`config.mk`:
```
export PLATFORM = sky130hd
export DESIGN_NAME = branch_predictor_btb
export DESIGN_NICKNAME = d
export VERILOG_FILES = /design/src/rtl/bp_pkg.sv /design/src/rtl/bp_btb_ram.sv /design/src/rtl/branch_predictor_btb.sv
export SDC_FILE = /design/constraint.sdc
export NUM_CORES = 2
export LEC_CHECK = 0
export ABC_CLOCK_PERIOD_IN_PS = 8300
export CORE_UTILIZATION = 63
export DETAILED_ROUTE_END_ITERATION = 8
export HOLD_SLACK_MARGIN = 0.02
export PLACE_DENSITY = 0.8
export SYNTH_ARGS = -nofsm -noshare
export SYNTH_HDL_FRONTEND = slang
export SYNTH_SLANG_ARGS = --single-unit
export TNS_END_PERCENT = 100
```
`constraint.sdc`:
```
create_clock -name clk -period 8.3 [get_ports clk]
set_input_delay 1.245 -clock clk [delete_from_list [all_inputs] [get_ports clk]]
set_output_delay 1.245 -clock clk [all_outputs]
set_load 0.005 [all_outputs]
```
`src/rtl/bp_pkg.sv`:
```
`default_nettype none
// ============================================================================
// Module      : bp_pkg
// Description : Shared types, counter encodings and the 2-bit saturating
//               counter update for the branch predictor.
// Revision    : 1.0 - initial release
// ============================================================================
package bp_pkg;

    typedef logic [1:0] bp_ctr_t;

    localparam bp_ctr_t SNT = 2'b00;
    localparam bp_ctr_t WNT = 2'b01;
    localparam bp_ctr_t WT  = 2'b10;
    localparam bp_ctr_t ST  = 2'b11;

    function automatic bp_ctr_t sat_update(input bp_ctr_t ctr, input logic taken);
        bp_ctr_t nxt;
        nxt = ctr;
        if (taken) begin
            if (ctr != ST) nxt = ctr + 2'd1;
        end else begin
            if (ctr != SNT) nxt = ctr - 2'd1;
        end
        return nxt;
    endfunction

endpackage
`default_nettype wire

```
`src/rtl/bp_btb_ram.sv`:
```
`default_nettype none
// ============================================================================
// Module      : bp_btb_ram
// Description : Direct-mapped BTB storage (valid/tag/target). Asynchronous
//               fetch read with hit compare, tag probe for the training side,
//               synchronous write.
// Revision    : 1.0 - initial release
// ============================================================================
module bp_btb_ram
    import bp_pkg::*;
#(
    parameter int ENTRIES = 32,
    parameter int TAG_W   = 8,
    parameter int IDX_W   = $clog2(ENTRIES)
) (
    input  logic              clk,
    input  logic              reset,
    input  logic [IDX_W-1:0]  rd_idx,
    input  logic [TAG_W-1:0]  rd_tag,
    output logic              rd_hit,
    output logic [31:0]       rd_target,
    input  logic [IDX_W-1:0]  probe_idx,
    input  logic [TAG_W-1:0]  probe_tag,
    output logic              probe_hit,
    input  logic              wr_en,
    input  logic [IDX_W-1:0]  wr_idx,
    input  logic [TAG_W-1:0]  wr_tag,
    input  logic [31:0]       wr_target
);

    logic [ENTRIES-1:0] r_valid;
    logic [TAG_W-1:0]   r_tag    [ENTRIES];
    logic [31:0]        r_target [ENTRIES];

    assign rd_hit    = r_valid[rd_idx] && (r_tag[rd_idx] == rd_tag);
    assign rd_target = r_target[rd_idx];
    assign probe_hit = r_valid[probe_idx] && (r_tag[probe_idx] == probe_tag);

    always_ff @(posedge clk) begin
        if (reset) begin
            r_valid <= '0;
        end else if (wr_en) begin
            r_valid[wr_idx] <= 1'b1;
        end
    end

    // Tag/target need no reset: they are only observed through a valid bit.
    always_ff @(posedge clk) begin
        if (wr_en) begin
            r_tag[wr_idx]    <= wr_tag;
            r_target[wr_idx] <= wr_target;
        end
    end

endmodule
`default_nettype wire

```
`src/rtl/branch_predictor_btb.sv`:
```
`default_nettype none
// ============================================================================
// Module      : branch_predictor_btb
// Description : Dynamic branch predictor: direct-mapped BTB plus 2-bit
//               saturating counters, mispredict flush/redirect and a
//               saturating mispredict counter. Define BP_GSHARE_EN to index
//               the counter table with pc index XOR global history.
// Revision    : 1.0 - initial release
// ============================================================================
module branch_predictor_btb
    import bp_pkg::*;
#(
    parameter int ENTRIES = 32,
    parameter int TAG_W   = 8,
    parameter int HIST_W  = 5,
    parameter int CNT_W   = 32
) (
    input  logic             clk,
    input  logic             reset,
    input  logic [31:0]      pc_f,
    output logic             pred_taken_f,
    output logic [31:0]      pred_pc_f,
    input  logic             upd_valid,
    input  logic [31:0]      upd_pc,
    input  logic             upd_taken,
    input  logic [31:0]      upd_target,
    input  logic             upd_pred_taken,
    input  logic [31:0]      upd_pred_pc,
    output logic             flush_bp,
    output logic [31:0]      redirect_pc,
    output logic [CNT_W-1:0] mispred_cnt
);

    localparam int IDX_W = $clog2(ENTRIES);

    logic [IDX_W-1:0] w_f_idx;
    logic [TAG_W-1:0] w_f_tag;
    logic [IDX_W-1:0] w_u_idx;
    logic [TAG_W-1:0] w_u_tag;
    logic [IDX_W-1:0] w_f_cidx;
    logic [IDX_W-1:0] w_u_cidx;
    logic             w_f_hit;
    logic [31:0]      w_f_target;
    logic             w_u_hit;
    logic             w_upd_en;
    logic             w_flush;

    bp_ctr_t          r_ctr [ENTRIES];
    logic [CNT_W-1:0] r_mispred_cnt;

    assign w_f_idx  = pc_f[IDX_W+1:2];
    assign w_f_tag  = pc_f[IDX_W+2 +: TAG_W];
    assign w_u_idx  = upd_pc[IDX_W+1:2];
    assign w_u_tag  = upd_pc[IDX_W+2 +: TAG_W];
    assign w_upd_en = upd_valid && !reset;

`ifdef BP_GSHARE_EN
    logic [HIST_W-1:0] r_ghr;
    logic [IDX_W-1:0]  w_hist;

    // History occupies the top bits of the index; low bits are zero-padded.
    assign w_hist   = IDX_W'(r_ghr) << (IDX_W - HIST_W);
    assign w_f_cidx = w_f_idx ^ w_hist;
    assign w_u_cidx = w_u_idx ^ w_hist;

    always_ff @(posedge clk) begin
        if (reset) begin
            r_ghr <= '0;
        end else if (upd_valid) begin
            r_ghr <= {r_ghr[HIST_W-2:0], upd_taken};
        end
    end
`else
    assign w_f_cidx = w_f_idx;
    assign w_u_cidx = w_u_idx;
`endif

    bp_btb_ram #(
        .ENTRIES (ENTRIES),
        .TAG_W   (TAG_W),
        .IDX_W   (IDX_W)
    ) u_btb (
        .clk       (clk),
        .reset     (reset),
        .rd_idx    (w_f_idx),
        .rd_tag    (w_f_tag),
        .rd_hit    (w_f_hit),
        .rd_target (w_f_target),
        .probe_idx (w_u_idx),
        .probe_tag (w_u_tag),
        .probe_hit (w_u_hit),
        .wr_en     (w_upd_en && upd_taken),
        .wr_idx    (w_u_idx),
        .wr_tag    (w_u_tag),
        .wr_target (upd_target)
    );

    assign pred_taken_f = w_f_hit && r_ctr[w_f_cidx][1];
    assign pred_pc_f    = pred_taken_f ? w_f_target : pc_f + 32'd4;

    assign w_flush = w_upd_en &&
                     ((upd_taken != upd_pred_taken) ||
                      (upd_taken && (upd_target != upd_pred_pc)));

    assign flush_bp    = w_flush;
    assign redirect_pc = !w_flush  ? 32'd0      :
                         upd_taken ? upd_target : upd_pc + 32'd4;

    always_ff @(posedge clk) begin
        if (reset) begin
            for (int i = 0; i < ENTRIES; i++) begin
                r_ctr[i] <= WNT;
            end
        end else if (upd_valid) begin
            if (w_u_hit) begin
                r_ctr[w_u_cidx] <= sat_update(r_ctr[w_u_cidx], upd_taken);
            end else if (upd_taken) begin
                r_ctr[w_u_cidx] <= WT;
            end
        end
    end

    always_ff @(posedge clk) begin
        if (reset) begin
            r_mispred_cnt <= '0;
        end else if (w_flush && !(&r_mispred_cnt)) begin
            r_mispred_cnt <= r_mispred_cnt + CNT_W'(1);
        end
    end

    assign mispred_cnt = r_mispred_cnt;

endmodule
`default_nettype wire
```
==> flow_metrics.env <==
export IMPL_status="complete, no violations"
export IMPL_drv_cap=0
export IMPL_ys_seq_area_share_pct=70.3
export IMPL_initial_core_util_pct=63.6
export IMPL_rows=112
export IMPL_slowest_stage="a21oi_1"
export IMPL_power_density_nw_per_um2=221
export IMPL_leakagePower_nw=21.3
export IMPL_synth_fp_nets=3265
export IMPL_yosys_register_bits=1408
export IMPL_synthMuxAreaShare_pct=18.5
export IMPL_worst_slew_pin_slew_ns=1.37
export IMPL_arrival_ns=6.47
export IMPL_ir_drop_v=0.000212
export IMPL_post_route_min_period_ns=7.72
export IMPL_cts_buffers=139
export IMPL_critical_path_class="input port to output pin"
export IMPL_yosys_area_top_type="edfxtp_1"
export IMPL_finalNetCount=3540
export IMPL_cts_resized=0
export IMPL_syn_area_sq_um=59300
export IMPL_avgSynthCellArea_sq_um=19.0
export IMPL_synth_main_ff_cell="edfxtp_1"
export IMPL_yosysUniqueCellTypes=62
export IMPL_cts_setup_buffers=0
export IMPL_drcViolationCount=0
export IMPL_synth_most_common_cell="edfxtp_1"
export IMPL_synth_top_family_by_area="multiplexers"
export IMPL_fp_coreArea_sq_um=93200
export IMPL_path_max_fanout=87
export IMPL_postSynthCellCount=3126
export IMPL_postRouteAntennaNets=0
export IMPL_worst_path_buf_inv=4
export IMPL_hpwlAfterDp_microns=99100
export IMPL_clock_sinks=1408
export IMPL_synth_edf_count=1344
export IMPL_synthSimpleGateAreaFrac_pct=4.95
export IMPL_cts_htree_levels=4
export IMPL_worstSetupEndpointType="output pin"
export IMPL_grt_max_degree=98
export IMPL_grt_overflow_total=0
export IMPL_crit_chain="buf_8 -> buf_4 -> mux2_2 -> a222oi_1 -> a22o_1 -> nor3_1 -> xor2_1 -> nor4_1 -> nand4_1 -> buf_4 -> a211oi_1 -> a21oi_1 -> clkdlybuf4s50_1"
export IMPL_yosys_warnings=0
export IMPL_crit_top_cell="buf_4"
export IMPL_drt_initial_drc_count=6272
export IMPL_n_fill_cell=5236
export IMPL_clk_path_buf_depth=3
export IMPL_max_freq_ghz=0.130
export IMPL_slew_limit_headroom_pct=8.41
export IMPL_io_buffers=230
export IMPL_multi_input_area_sq_um=16900
export IMPL_synth_common_cells="1,344 x edfxtp_1, 452 x mux4_2, 239 x nor2_1"
export IMPL_drt_vias_per_instance=7.36
export IMPL_skew_ns=0.0173
export IMPL_worstPathRequired_ns=7.05
export IMPL_fin_cells=4762
export IMPL_seq_area_sq_um=41600
export IMPL_die_y_microns=309
export IMPL_cp_top_family="buffers and inverters"
export IMPL_holdCritPathClass="flop to flop"
export IMPL_hold_viol=0
export IMPL_avgRoutedWirePerCell_microns=37.3
export IMPL_dp_cells=4514
export IMPL_path_clk_slew_ns=0.06
export IMPL_min_period_over_period_pct=93.0
export IMPL_grt_pass1_vias=34500
export IMPL_vias=35000
export IMPL_netlist_area_leader_share_pct=68.1
export IMPL_antenna_found_initial=7
export IMPL_synth_xor_xnor_area_share_pct=1.88
export IMPL_grt_pass1_wl_microns=248000
export IMPL_synth_compound_area_share_pct=2.63
export IMPL_slew_violations=0
export IMPL_boundaryPins=231
export IMPL_grt_setup_unrepaired="no"
export IMPL_start_kind="input port"
export IMPL_chipWidth_microns=309
export IMPL_drive_gt1_share_pct=23.3
export IMPL_slowest_delay_ns=0.73
export IMPL_area_growth_pct=14.1
export IMPL_grtUsageTotal_pct=37.9
export IMPL_clock_latency_ns=0.75
export IMPL_dieArea_sq_um=95300
export IMPL_setup_viol=0
export IMPL_setup_tns_ns=0
export IMPL_ys_async_sr_fraction_pct=0
export IMPL_cts_tree="built"
export IMPL_globalplace_congestion=0.922
export IMPL_routed_wl_microns=178000
export IMPL_cts_hold_buf=0
export IMPL_ys_top_cells_by_area="edfxtp_1 68%, mux4_2 17%, dfxtp_1 2.2%"
export IMPL_dr_pass1_iters=6
export IMPL_synth_adder_area_share_pct=0.127
export IMPL_cts_root_buffer="clkbuf_16"
## layout by cell type (no fill, tap or decap), types with 59 or more instances in the layout
cell type,count
clkbuf_16,143
dfxtp_1,64
buf_4,104
edfxtp_1,1344
nor2_1,208
xor2_1,78
mux2i_1,66
nand2_1,100
mux4_2,452
clkdlybuf4s50_1,221
a21oi_1,59
nand3_1,96
## cells by family (layout without fill, tap and decap cells)
group | Yosys count | in the layout
AO/OA/AOI/OAI | 232 | 232
XOR/XNOR | 127 | 127
adder cells (fa/ha/maj) | 6 | 6
buffers and inverters | 215 | 596
flip-flops | 1408 | 1408
multiplexers | 528 | 528
other | 0 | 1
AND/OR/NAND/NOR | 610 | 610
## layer usage
layer  vias up  global-route usage [%]  part of all wire, %
li1      13400                       -                    -
met1     17700                    50.7                   33
met2      3345                    56.7                   46
met3       608                    13.2                   16
met4         8                    17.4                  4.9
met5         -                   0.455                0.056
## cell type report
class	instances	area share, %
flip-flops and latches	1408	61.6
multi-input cells	1503	25.0
inverters	17	0.0944
repair buffers	332	4.55
clock buffers	174	5.54
clock inverters	73	0.936
well taps	1254	2.32
diodes	1	0.00370
## final timing paths
path	start	to	slack (ns)	cells after the start
worst max register to register	u_btb.r_tag[30][5]$_DFFE_PP_	r_ctr[26][0]$_SDFFCE_PN1P_	4.33	9
worst max-delay path	pc_f[3]	pred_pc_f[15]	0.58	13
worst min register to register	u_btb.r_valid[14]$_SDFFE_PP0P_	u_btb.r_valid[14]$_SDFFE_PP0P_	0.50	2
worst min-delay path	u_btb.r_valid[14]$_SDFFE_PP0P_	u_btb.r_valid[14]$_SDFFE_PP0P_	0.50	2
## registers in the layout (all words and copies together) (netlist names)
signal	cells
u_btb.r_target	1024
u_btb.r_tag	256
r_ctr	64
mispred_cnt	32
u_btb.r_valid	32
## power breakdown
part	leakage [nW]	internal [mW]	switching, mW
clock network	2.15	3.43	2.68
logic	6.45	0.409	0.595
registers	12.7	7.81	0.0160
## per-stage QoR
step	power, mW	worst slack [ns]	utilization (%)	hold slack [ns]	area [sq um]
2_1_floorplan	8.51	3.11	-	0.449	59300
3_3_place_gp	8.92	1.01	67.8	0.470	63200
3_5_place_dp	8.94	0.879	67.8	0.482	63200
4_1_cts	14.9	0.881	72.5	0.499	67600
5_1_grt	15.2	0.644	72.5	0.520	67600
6_report	14.9	0.581	72.5	0.504	67600
## worst register-to-register path: cells and delay by family (launching register included)
kind | cells | cell delay, ns
xor+xnor | 1 | 0.25
buf+inv | 1 | 0.37
mux | 1 | 0.52
flops | 1 | 0.41
simple gates | 4 | 1.22
compound gates | 2 | 0.89
(Power assumes the default switching activity.)
